[config.mk]
export PLATFORM = sky130hd
export DESIGN_NAME = digit_entry_n_flat
export DESIGN_NICKNAME = d
export VERILOG_FILES = /design/src/rtl/digit_entry_n_pkg.sv /design/src/rtl/digit_entry_n_if.sv /design/src/rtl/digit_entry_n_counter.sv /design/src/rtl/digit_entry_n.sv /design/src/flat_wrapper.sv
export SDC_FILE = /design/constraint.sdc
export NUM_CORES = 1
export LEC_CHECK = 0
export ABC_AREA = 1
export CAP_MARGIN = 30
export CORE_MARGIN = 3
export CORE_UTILIZATION = 40
export DETAILED_ROUTE_END_ITERATION = 16
export PLACE_DENSITY = 0.69
export SLEW_MARGIN = 10
export SYNTH_ARGS = -nofsm -noshare
export SYNTH_HDL_FRONTEND = slang
export SYNTH_SLANG_ARGS = --single-unit
[constraint.sdc]
create_clock -name CLK -period 4.1 [get_ports CLK]
set_input_delay 1.025 -clock CLK [delete_from_list [all_inputs] [get_ports CLK]]
set_output_delay 1.025 -clock CLK [all_outputs]
set_load 0.03 [all_outputs]
[src/rtl/digit_entry_n_pkg.sv]
// Game-state encodings shared between the top-level game FSM and the entry block.
package game_state_pkg;

    typedef enum logic [3:0] {
        ST_READY    = 4'b0010,
        ST_QUESTION = 4'b0011,
        ST_INPUT    = 4'b0100,
        ST_DRAW     = 4'b0110,
        ST_WRONG    = 4'b0111,
        ST_OUCH     = 4'b1000,
        ST_GOOD     = 4'b1001,
        ST_WIN      = 4'b1010,
        ST_LOSE     = 4'b1011
    } game_state_e;

    // States in which the answer counters are wiped for the next round
    function automatic logic zeroes_counters(logic [3:0] s);
        return (s == ST_DRAW) || (s == ST_OUCH) || (s == ST_GOOD) ||
               (s == ST_WIN)  || (s == ST_LOSE);
    endfunction

endpackage

[src/rtl/digit_entry_n_if.sv]
// Player-entry bus: game state, question word and buttons in; display and answer out.
interface digit_entry_n_if #(
    parameter int NDIG    = 3,
    parameter int STATE_W = 4
);
    logic [STATE_W-1:0]       STATE;
    logic [8*NDIG-1:0]        QUESTION;
    logic [NDIG-1:0]          SEL;
    logic                     DOWN;
    logic                     CLR;
    logic                     DEC;
    logic [NDIG-1:0][3:0]     DIG;
    logic [NDIG-1:0][3:0]     QDIG;
    logic [NDIG-1:0][3:0]     ANS;
    logic                     ANS_VALID;
    logic                     ANS_ERR;
    logic                     QUE_OK;
    logic                     LED;

    modport master (
        output STATE, QUESTION, SEL, DOWN, CLR, DEC,
        input  DIG, QDIG, ANS, ANS_VALID, ANS_ERR, QUE_OK, LED
    );

    modport slave (
        input  STATE, QUESTION, SEL, DOWN, CLR, DEC,
        output DIG, QDIG, ANS, ANS_VALID, ANS_ERR, QUE_OK, LED
    );
endinterface

[src/rtl/digit_entry_n_counter.sv]
// One BCD answer digit: wraps between DIG_MIN and DIG_MAX when stepped up or down.
module digit_counter #(
    parameter int DIG_MIN = 1,
    parameter int DIG_MAX = 9
) (
    input  logic       CLK,
    input  logic       RST,
    input  logic       step,
    input  logic       down,
    input  logic       clr,
    output logic [3:0] cnt
);
    localparam logic [3:0] LO = 4'(DIG_MIN);
    localparam logic [3:0] HI = 4'(DIG_MAX);

    always_ff @(posedge CLK) begin
        if (RST) begin
            cnt <= 4'd0;
        end else if (clr) begin
            cnt <= 4'd0;
        end else if (step) begin
            // Stepping down from 0 (cleared) lands on the top value
            if (down) cnt <= (cnt <= LO) ? HI : cnt - 4'd1;
            else      cnt <= (cnt == HI) ? LO : cnt + 4'd1;
        end
    end
endmodule

[src/rtl/digit_entry_n.sv]
// Answer-entry block: button edges step NDIG digit counters, commits latch the answer,
// and the question word is captured and forwarded to the 7-segment path.
module digit_entry_n
    import game_state_pkg::*;
#(
    parameter int NDIG    = 3,
    parameter int DIG_MIN = 1,
    parameter int DIG_MAX = 9,
    parameter int STATE_W = 4
) (
    input logic            CLK,
    input logic            RST,
    digit_entry_n_if.slave bus
);
    logic                 in_ready, in_question, in_input, in_wrong, force_zero;
    logic [NDIG-1:0]      sel_q, sel_rise, sel_pick, step_en;
    logic                 clr_q, dec_q, clr_rise, dec_rise, commit;
    logic                 cnt_clr, all_nz, q_load;
    logic [NDIG-1:0][3:0] cnt, q_r, dig_r, qdig_r, ans_r;
    logic                 valid_r, err_r;
    logic [1:0]           ok_pipe;

    assign in_ready    = bus.STATE == STATE_W'(ST_READY);
    assign in_question = bus.STATE == STATE_W'(ST_QUESTION);
    assign in_input    = bus.STATE == STATE_W'(ST_INPUT);
    assign in_wrong    = bus.STATE == STATE_W'(ST_WRONG);
    assign force_zero  = zeroes_counters(bus.STATE[3:0]) && (bus.STATE >> 4) == '0;

    // Edge registers follow the level even during reset, so a button held
    // through reset release is not seen as a fresh press.
    always_ff @(posedge CLK) begin
        sel_q <= bus.SEL;
        clr_q <= bus.CLR;
        dec_q <= bus.DEC;
    end

    assign sel_rise = bus.SEL & ~sel_q;
    assign clr_rise = bus.CLR & ~clr_q;
    assign dec_rise = bus.DEC & ~dec_q;
    assign sel_pick = sel_rise & (-sel_rise);
    assign step_en  = in_input ? sel_pick : '0;
    assign cnt_clr  = force_zero | (in_input & clr_rise & ~(|sel_rise));
    assign commit   = in_input & dec_rise;

    for (genvar i = 0; i < NDIG; i++) begin : g_dig
        digit_counter #(
            .DIG_MIN (DIG_MIN),
            .DIG_MAX (DIG_MAX)
        ) u_dig (
            .CLK  (CLK),
            .RST  (RST),
            .step (step_en[i]),
            .down (bus.DOWN),
            .clr  (cnt_clr),
            .cnt  (cnt[i])
        );
    end

    always_comb begin
        all_nz = 1'b1;
        for (int i = 0; i < NDIG; i++)
            if (cnt[i] == 4'd0) all_nz = 1'b0;
    end

    assign q_load = (in_ready & (|bus.QUESTION)) | in_question | in_input | in_wrong;

    always_ff @(posedge CLK) begin
        if (RST) begin
            q_r     <= '0;
            ok_pipe <= '0;
            dig_r   <= '0;
            qdig_r  <= '0;
            ans_r   <= '0;
            valid_r <= 1'b0;
            err_r   <= 1'b0;
        end else begin
            q_r     <= q_load ? bus.QUESTION[8*NDIG-1:4*NDIG] : '0;
            ok_pipe <= {ok_pipe[0], |q_r};
            dig_r   <= in_input ? cnt : '0;
            qdig_r  <= in_question ? q_r : '0;
            // Commit samples counters before this cycle's step lands
            if (commit) ans_r <= cnt;
            valid_r <= commit & all_nz;
            err_r   <= commit & ~all_nz;
        end
    end

    assign bus.DIG       = dig_r;
    assign bus.QDIG      = qdig_r;
    assign bus.ANS       = ans_r;
    assign bus.ANS_VALID = valid_r;
    assign bus.ANS_ERR   = err_r;
    assign bus.QUE_OK    = ok_pipe[0];
    assign bus.LED       = ok_pipe[1];
endmodule

[src/flat_wrapper.sv]
// flat-port wrapper written by rule: the top's interface ports become plain ports
module digit_entry_n_flat import game_state_pkg::*;
#(
    parameter int NDIG    = 3,
    parameter int DIG_MIN = 1,
    parameter int DIG_MAX = 9,
    parameter int STATE_W = 4
)
  (CLK, RST, bus_STATE, bus_QUESTION, bus_SEL, bus_DOWN, bus_CLR, bus_DEC, bus_DIG, bus_QDIG, bus_ANS, bus_ANS_VALID, bus_ANS_ERR, bus_QUE_OK, bus_LED);
  digit_entry_n_if #(.NDIG(NDIG), .STATE_W(STATE_W)) bus_i ();
  input logic CLK;
  input logic RST;
  input wire logic [$bits(bus_i.STATE)-1:0] bus_STATE;
  input wire logic [$bits(bus_i.QUESTION)-1:0] bus_QUESTION;
  input wire logic [$bits(bus_i.SEL)-1:0] bus_SEL;
  input wire logic [$bits(bus_i.DOWN)-1:0] bus_DOWN;
  input wire logic [$bits(bus_i.CLR)-1:0] bus_CLR;
  input wire logic [$bits(bus_i.DEC)-1:0] bus_DEC;
  output wire logic [$bits(bus_i.DIG)-1:0] bus_DIG;
  output wire logic [$bits(bus_i.QDIG)-1:0] bus_QDIG;
  output wire logic [$bits(bus_i.ANS)-1:0] bus_ANS;
  output wire logic [$bits(bus_i.ANS_VALID)-1:0] bus_ANS_VALID;
  output wire logic [$bits(bus_i.ANS_ERR)-1:0] bus_ANS_ERR;
  output wire logic [$bits(bus_i.QUE_OK)-1:0] bus_QUE_OK;
  output wire logic [$bits(bus_i.LED)-1:0] bus_LED;
  assign bus_i.STATE = bus_STATE;
  assign bus_i.QUESTION = bus_QUESTION;
  assign bus_i.SEL = bus_SEL;
  assign bus_i.DOWN = bus_DOWN;
  assign bus_i.CLR = bus_CLR;
  assign bus_i.DEC = bus_DEC;
  assign bus_DIG = bus_i.DIG;
  assign bus_QDIG = bus_i.QDIG;
  assign bus_ANS = bus_i.ANS;
  assign bus_ANS_VALID = bus_i.ANS_VALID;
  assign bus_ANS_ERR = bus_i.ANS_ERR;
  assign bus_QUE_OK = bus_i.QUE_OK;
  assign bus_LED = bus_i.LED;
  digit_entry_n #(.NDIG(NDIG), .DIG_MIN(DIG_MIN), .DIG_MAX(DIG_MAX), .STATE_W(STATE_W)) u_core (.CLK(CLK), .RST(RST), .bus(bus_i));
endmodule
# Word level (Yosys, flattened, before mapping)
# Index checks and enable logic that the tools add are counted.
[word_totals]
regBits = 69
input_bits = 36
output_inout_bits = 40
word_cells = 92
[op_classes]
n_addsub = 7
magnitude_cmp = 3
n_eq_ne = 12
mux = 13
bitwise = 22
reduce_logical = 14
[ops]
columns = ["op", "n"]
rows = [
  ["two-way mux 4 bit", 9],
  ["== test 4 bit, second input constant", 7],
  ["OR reduction 24 bit", 1],
  ["adder 4 x 1 -> 4 bit, second input constant", 3],
  ["== test 4 x 3 -> 1 bit, second input constant", 3],
  ["less-or-equal comparator 4 x 1 -> 1 bit, second input constant", 3],
  ["zero test 4 bit", 3],
  ["OR reduction 12 bit", 1],
  ["subtractor 4 x 1 -> 4 bit, second input constant", 3],
  ["AND 1 bit", 8],
  ["== test 4 x 2 -> 1 bit, second input constant", 2],
  ["OR reduction 2 bit", 4],
  ["NOT 1 bit", 7],
  ["AND 3 bit", 2],
  ["logical OR 1 bit", 4],
  ["OR 1 bit", 4],
  ["two-way mux 1 bit", 3],
  ["two-way mux 3 bit", 1],
  ["negator 3 bit", 1],
  ["NOT 3 bit", 1],
  ["OR reduction 3 bit", 1],
]

# Logic depth before layout (Yosys ltp)
# Gate-level depths: netlist of run 1.
[logic_depth]
ltp_word = 7
depth_mapped = 9
ltp_nobuf = 9

# Hierarchy
# A second synthesis of run 1 with hierarchy kept.
[unflattened]
hier_cells = 391
area_unflattened_um2 = 3051.7
[by_module_without_submodules]
columns = ["mod", "instances", "cells_per_inst", "area_per_inst_um2", "seq_area_each_um2"]
rows = [
  ["digit_entry_n", 1, 232, 1951.9, 1141.1],
  ["digit_counter", 3, 53, 366.6, 80.1],
]

# Least setup slack after synthesis of run 1
# OpenSTA, ideal clock, no wires.
[synth_timing]
path_kind = "input to register"
from = "in bus_SEL[1]"
to = "reg u_core.g_dig[2].u_dig.cnt[3]"
setup_ps = 116
arrival_ps = 1733
required_time_ps = 3984
slack_ps = 2251
cell_stages = 7
path_buffers = 1
path_cell_list = "nand2_1 -> nand2_1 -> nor3_2 -> nor2_2 -> buf_6 -> o21ai_0 -> nor2_1"
[synth_between]
elab_chain_len = 6
elab_cells_between_ends = 9
cone_classes = "add/sub: 1; mux: 1; bitwise: 5; reduce/logical: 2"
[synth_lines]
columns = ["item", "line_no", "source"]
rows = [
  ["start: declaration", "flat_wrapper.sv:15", "input wire logic [$bits(bus_i.SEL)-1:0] bus_SEL;"],
  ["AND 3 bit *", "digit_entry_n.sv:37", "assign sel_rise = bus.SEL & ~sel_q;"],
  ["parallel branches: the longest is 5 deep, another holds negator 3 bit", "--", ""],
  ["end signal: assignment", "digit_entry_n_counter.sv:23", "if (down) cnt <= (cnt <= LO) ? HI : cnt - 4'd1;"],
  ["end signal: assignment", "digit_entry_n_counter.sv:24", "else cnt <= (cnt == HI) ? LO : cnt + 4'd1;"],
  ["end: declaration", "digit_entry_n_counter.sv:11", "output logic [3:0] cnt"],
]
# Every way passes the cells marked *.
# A chain may end at the register's enable or synchronous reset.

# Worst setup path after layout of run 1
[layout_timing]
from = "reg u_core.ans_r (netlist bit u_core.bus.ANS[7])"
to = "out bus_ANS[7]"
[layout_lines]
columns = ["item", "line_no", "source"]
rows = [
  ["start: declaration", "digit_entry_n.sv:19", "logic [NDIG-1:0][3:0] cnt, q_r, dig_r, qdig_r, ans_r;"],
  ["start signal: assignment", "digit_entry_n.sv:82", "if (commit) ans_r <= cnt;"],
  ["end: declaration", "flat_wrapper.sv:21", "output wire logic [$bits(bus_i.ANS)-1:0] bus_ANS;"],
]
# No word-level cell between the ends.

==> results of run 1 <==
-- kinds of logic after synthesis --
kind of cell / share of synthesized area
buf+inv: 0.09493
simple gates: 0.2445
compound gates: 0.1067
fa+ha+maj: 0.05249
flops: 0.4829
xor+xnor: 0.01838
-- power breakdown --
| part | internal [W] | leakage [nW] | switching, W | total (W) |
|---|---|---|---|---|
| combinational | 0.0000511 | 0.944 | 0.0000528 | 0.000104 |
| sequential | 0.000681 | 0.559 | 0.00000536 | 0.000686 |
| clock | 0.000236 | 0.0815 | 0.000250 | 0.000485 |
| total | 0.000968 | 1.59 | 0.000308 | 0.00128 |
-- stage by stage --
stage               hold WS [ns]  cell area, um2  setup WS [ns]  instances    util
finish                    0.4235            3855          1.711        551  0.5612
global route              0.4474            3855          1.535        551  0.5612
CTS                       0.4260            3855          1.696        551  0.5612
detailed placement        0.4184            3677          1.388        535  0.5353
global placement          0.4118            3677          1.416        535  0.5353
floorplan                 0.4080            2860          2.251        373       -
-- cell type report --
cell class / count / area, um2 / share of cell area
flip-flops and latches: 69 / 1381 / 0.3583
multi-input cells: 237 / 1207 / 0.3132
repair buffers: 75 / 750.7 / 0.1947
inverters: 58 / 217.7 / 0.05648
clock buffers: 11 / 141.4 / 0.03668
well taps: 96 / 120.1 / 0.03116
clock inverters: 5 / 36.28 / 0.009413
-- layer usage --
metal | vias to the layer above | routed length, um | part of all wire
met1 | 1172 | 2957 | 0.45
li1 | 1316 | - | -
met2 | 61 | 3149 | 0.48
met5 | - | 0 | 0
met3 | 8 | 356 | 0.054
met4 | 0 | 93 | 0.014
-- cells in the final DEF, fill, tap and decap left out, drive strengths merged --
| cell type | instances |
|---|---|
| xor2 | 3 |
| a31oi | 2 |
| nor3 | 4 |
| nor2 | 88 |
| nor4 | 3 |
| nand2 | 46 |
| dfxtp | 69 |
| clkdlybuf4s50 | 75 |
| nand4 | 2 |
| o21ai | 37 |
| clkinvlp | 3 |
| o211ai | 3 |
| ha | 12 |
| a21oi | 17 |
| inv | 58 |
| xnor2 | 3 |
| clkinv | 2 |
| clkbuf | 11 |
| or2 | 2 |
| nand3 | 15 |
-- flip-flops by register name (all words and copies together) (netlist names) --
name	cells
u_core.bus.QDIG	12
u_core.dec_q	1
u_core.clr_q	1
u_core.sel_q	3
u_core.bus.ANS	12
u_core.g_dig.u_dig.cnt	12
u_core.bus.ANS_VALID	1
u_core.bus.DIG	12
u_core.ok_pipe	2
u_core.bus.ANS_ERR	1
u_core.q_r	12
-- final timing paths --
check	startpoint	to	slack, ns	cells after the start
setup / recovery	u_core.bus.ANS[7]	bus_ANS[7]	1.71	1
hold / removal	u_core.ok_pipe[0]	u_core.ok_pipe[1]	0.42	2
setup reg to reg	u_core.g_dig[0].u_dig.cnt[0]	u_core.g_dig[0].u_dig.cnt[3]	2.38	7
hold reg to reg	u_core.ok_pipe[0]	u_core.ok_pipe[1]	0.42	2
==> flow_summary_export.csv, run 1 <==
group,metric,value,unit
status,outcome,"finished clean",
floorplan,pin_count,76,
yosys,yosys-top-cells-area,"sky130_fd_sc_hd__dfxtp_1 (48%), sky130_fd_sc_hd__nor2_1 (11%), sky130_fd_sc_hd__inv_1 (7.5%)",
drt,drt_wl_total,6557,um
timing,share_of_the_cycle_needed_by_the_critical_path_after_routing,0.5828,
drt,post_drt_wl_per_cell,11.90,um
yosys,synth_ff_type,"sky130_fd_sc_hd__dfxtp_1",
pwr,power_per_cell_area,330.9,mW/mm2
placed_design,gp_congestion,0.7854,
yosys,gate_count_post_synth,373,
setup_path,startpoint_type,"flop",
yosys,synth_fp_nets,421,
setup_path,cp.arrival,1.36,ns
yosys,synthDominantCellAreaShare,0.4829,
timing,max_freq,418.5,MHz
floorplan,dieArea,0.008201,mm2
yosys,netlist_top_cells_count,"sky130_fd_sc_hd__nor2_1 (83), sky130_fd_sc_hd__dfxtp_1 (69), sky130_fd_sc_hd__inv_1 (57)",
grt,groute.layer.met2.usage,0.2656,
yosys,postSynthRegisterBits,69,
floorplan,initial_core_utilization,0.4164,
final_layout,finalNetCount,498,
grt,total_grt_overflow,0,
floorplan,core-area,0.006869,mm2
setup_path,setup.worst_path.class,"reg -> out",
grt,grt_antenna_before_repair,0,
cts,post_cts_resized,0,
cts,cts_tree,"done",
cts,number_of_buffers_inserted_during_clock_tree_synthesis,9,
setup_path,critPathTopFamily,"buffers and inverters",
final_layout,filler_cell_count,654,
yosys,yosys.area.top_type,"sky130_fd_sc_hd__dfxtp_1",
yosys,ys_seq_area_frac,0.4829,
timing,relSlewSlack,0.6665,
yosys,proportion_of_register_bits_with_asynchronous_set_or_reset_after_synthesis,0,
timing,grt_setup_unrepaired,"false",
grt,groute.layer.met3.usage,0.05167,
drt,dr.first_iter.drc_count,107,
timing,timing.final.max_slew_violations,0,
timing,tightest_slew,0.4988,ns
drt,detail_route.vias_per_cell,4.641,
final_layout,final_layout_size_suffix_gt1_frac,0.05934,
drt,drt-pass1-iter-count,4,
floorplan,rows,30,
setup_path,type_of_destination_of_the_critical_path,"output port",
grt,global_route_wire_length_before_repair,10880,um
placed_design,detailed_place_hpwl,5009,um
floorplan,dieWidth,90.56,um
placed_design,portBuffers,75,
grt,grt.total_usage,0.1656,
timing,setup-violations-final,0,
yosys,synth_cell_types,26,
pwr,power_leakage,1.585,nW
yosys,number_of_enable_type_register_cells_in_the_synthesized_netlist,0,
hold_path,min_path_type,"reg -> reg",
floorplan,die_y,90.56,um
grt,busiest_layer,"met2",
grt,first_global_vias,2332,
setup_path,timing.critical_path.slowest_stage_cell,"sky130_fd_sc_hd__clkdlybuf4s50_1",
timing,period_needed,2.389,ns
cts,ctsRootBufferMaster,"sky130_fd_sc_hd__clkbuf_8",
setup_path,max_stage_delay,0.69,ns
timing,totalNegativeSetupSlack,0,ns
cts,cts.repair_timing.setup_buffer_count,0,
yosys,synthesis.area_per_instance,7.668,um2
final_layout,areaGrowthSynthToFinish,34.78,%
setup_path,timing.critical_path.fanout_max,2,
run,maxCapViolations,0,
drt,number_of_nets_still_failing_antenna_checks_after_routing,0,
yosys,mappedNetlistArea,0.002860,mm2
cts,clock_latency,0.34,ns
timing,clock-skew-final,0.007460,ns
cts,max-clock-path-buffers,2,
cts,cts.sink_count,69,
drt,vias,2557,
setup_path,cp.required,3.07,ns
cts,clkTransAtPathRegs,0.07,ns
yosys,synthMostInstantiatedCell,"sky130_fd_sc_hd__nor2_1",
final_layout,antennaDiodeCount,0,
yosys,yosysWarningCount,0,
pwr,power,0.001276,W
cts,htree_num_levels,3,
setup_path,crit_path_cell_trace,"clkdlybuf4s50_1",
grt,global_route.usage.met1,0.2116,
pwr,power.ir.vdd_worst,0.0001758,V
cts,ctsHoldBuffers,0,
grt,grt_start_max_net_pins,25,
timing,finalHoldViolCount,0,
drt,drc_errors,0,
setup_path,worstPathBufferInverterCount,1,
No activity file was read; power rests on OpenSTA's default activity.
==> run 2: changes to the inputs <==
--- a/config.mk
+++ b/config.mk
@@ -10,7 +10,7 @@
 export CORE_MARGIN = 3
 export CORE_UTILIZATION = 40
 export DETAILED_ROUTE_END_ITERATION = 16
-export PLACE_DENSITY = 0.69
+export PLACE_DENSITY = 0.72
 export SLEW_MARGIN = 10
 export SYNTH_ARGS = -nofsm -noshare
 export SYNTH_HDL_FRONTEND = slang
==> constraint.sdc (replaced) <==
create_clock -name CLK -period 2.05 [get_ports CLK]
set_input_delay 0.5125 -clock CLK [delete_from_list [all_inputs] [get_ports CLK]]
set_output_delay 0.5125 -clock CLK [all_outputs]
set_load 0.03 [all_outputs]
==> flow_summary_export.csv, run 2 (synthesis results as in run 1) <==
group,metric,value,unit
grt,grt_start_max_net_pins,25,
timing,relSlewSlack,0.6593,
timing,clock-skew-final,0.005902,ns
placed_design,gp_congestion,0.8272,
drt,post_drt_wl_per_cell,12.04,um
final_layout,antennaDiodeCount,0,
timing,tightest_slew,0.5096,ns
placed_design,detailed_place.area,0.003747,mm2
pwr,power_leakage,1.654,nW
timing,totalNegativeSetupSlack,0,ns
cts,ctsHoldBuffers,0,
setup_path,setup.worst_path.class,"reg -> out",
setup_path,crit-reg2reg-launch,"u_core.g_dig[2].u_dig.cnt[0]",
cts,htree_num_levels,3,
pwr,power_per_cell_area,704.6,mW/mm2
cts,clock_latency,0.33,ns
cts,post_cts_resized,0,
floorplan,pin_count,76,
timing,grt_setup_unrepaired,"false",
cts,clkTransAtPathRegs,0.07,ns
drt,detail_route.vias_per_cell,4.571,
hold_path,worstHoldStart,"u_core.q_r[3]",
setup_path,type_of_destination_of_the_critical_path,"output port",
cts,cts_tree,"done",
setup_path,worstPathBufferInverterCount,1,
final_layout,final_layout_size_suffix_gt1_frac,0.07375,
cts,cts.sink_count,69,
setup_path,crit_path_cell_trace,"clkdlybuf4s50_1",
drt,dr.first_iter.drc_count,102,
pwr,power.ir.vdd_worst,0.0003606,V
final_layout,mostFrequentLayoutCells,"sky130_fd_sc_hd__nor2_1 (83), sky130_fd_sc_hd__clkdlybuf4s50_1 (75), sky130_fd_sc_hd__dfxtp_1 (69)",
floorplan,die_y,90.56,um
setup_path,cp.arrival,1.38,ns
drt,drc_errors,0,
cts,max-clock-path-buffers,2,
floorplan,initial_core_utilization,0.4164,
setup_path,timing.critical_path.fanout_max,2,
timing,finalHoldViolCount,0,
final_layout,final_design_area_no_fill,0.003971,mm2
floorplan,dieWidth,90.56,um
setup_path,crit_path_start,"u_core.bus.ANS[7]",
grt,total_grt_overflow,0,
pwr,power,0.002798,W
setup_path,startpoint_type,"flop",
drt,drt_wl_total,6706,um
grt,grt_antenna_before_repair,0,
setup_path,cp.required,1.54,ns
grt,grt.total_usage,0.1683,
placed_design,detailed_place_hpwl,5109,um
final_layout,final_common_cell,"sky130_fd_sc_hd__nor2_1",
floorplan,core-area,0.006869,mm2
final_layout,finish.utilization,0.5781,
final_layout,areaGrowthSynthToFinish,38.85,%
timing,timing.final.max_slew_violations,0,
status,outcome,"finished clean",
cts,number_of_buffers_inserted_during_clock_tree_synthesis,9,
run,maxCapViolations,0,
timing,timing.hold.ws,0.4249,ns
setup_path,critPathTopFamily,"buffers and inverters",
grt,first_global_vias,2410,
final_layout,filler_cell_count,627,
timing,share_of_the_cycle_needed_by_the_critical_path_after_routing,0.9208,
cts,ctsRootBufferMaster,"sky130_fd_sc_hd__clkbuf_8",
drt,number_of_nets_still_failing_antenna_checks_after_routing,0,
setup_path,timing.critical_path.slowest_stage_cell,"sky130_fd_sc_hd__clkdlybuf4s50_1",
timing,setup-violations-final,0,
drt,drt-pass1-iter-count,6,
floorplan,dieArea,0.008201,mm2
floorplan,rows,30,
timing,max_freq,529.7,MHz
placed_design,portBuffers,75,
grt,global_route_wire_length_before_repair,11140,um
timing,period_needed,1.888,ns
drt,vias,2546,
final_layout,finalNetCount,504,
hold_path,min_path_type,"reg -> reg",
setup_path,max_stage_delay,0.69,ns
cts,cts.repair_timing.setup_buffer_count,0,
==> run 2: cell count changes in the layout (fill, tap and decap cells not counted) <==
cell                         delta
sky130_fd_sc_hd__clkbuf_1       -1
sky130_fd_sc_hd__clkinv_2       +1
sky130_fd_sc_hd__bufinv_16      +2
sky130_fd_sc_hd__clkinvlp_4     -2
sky130_fd_sc_hd__buf_12         +2
sky130_fd_sc_hd__buf_4          +4
==> run 2: path summary, 6_finish.rpt <==
check / slack [ns] / endpoint / cells after the start
worst max-delay path: 0.16 / bus_ANS[7] / 1
worst max register to register: 0.33 / u_core.g_dig[2].u_dig.cnt[3] / 7
worst min register to register: 0.42 / u_core.bus.QDIG[3] / 2
worst min-delay path: 0.42 / u_core.bus.QDIG[3] / 2
==> run 2: report_power, final <==
group | internal [W] | total (W) | switching, W
Clock | 0.000715 | 0.00120 | 0.000489
Sequential | 0.00136 | 0.00137 | 0.0000109
Combinational | 0.000113 | 0.000221 | 0.000109
Total | 0.00219 | 0.00280 | 0.000608
==> run 2: per-layer routing <==
metal  track usage  wire length, um
met2        0.2928             3407
met5             0                0
met4       0.08163              137
met1        0.1961             2907
met3       0.03417              255
==> run 2: metrics by stage <==
step	worst slack (ns)	std cells
after floorplan	0.5830	373
after global placement	0.1183	541
after detailed placement	0.06832	541
after CTS	0.1350	557
after global routing	0.1101	557
final	0.1623	557
==> run 2: final cells by class <==
class,instances,area [um2],area share
Inverter,58,217.7,0.05482
Multi-Input combinational cell,237,1207,0.3040
Sequential cell,69,1381,0.3478
Clock inverter,6,86.33,0.02174
Timing Repair Buffer,81,820.8,0.2067
Tap cell,96,120.1,0.03025
Clock buffer,10,137.6,0.03466
==> run 2: tightest hold or removal path, cell delays in order (launching register included) <==
cell	delay [ns]
sky130_fd_sc_hd__dfxtp_1	0.31
sky130_fd_sc_hd__inv_1	0.05
sky130_fd_sc_hd__nor2_1	0.03
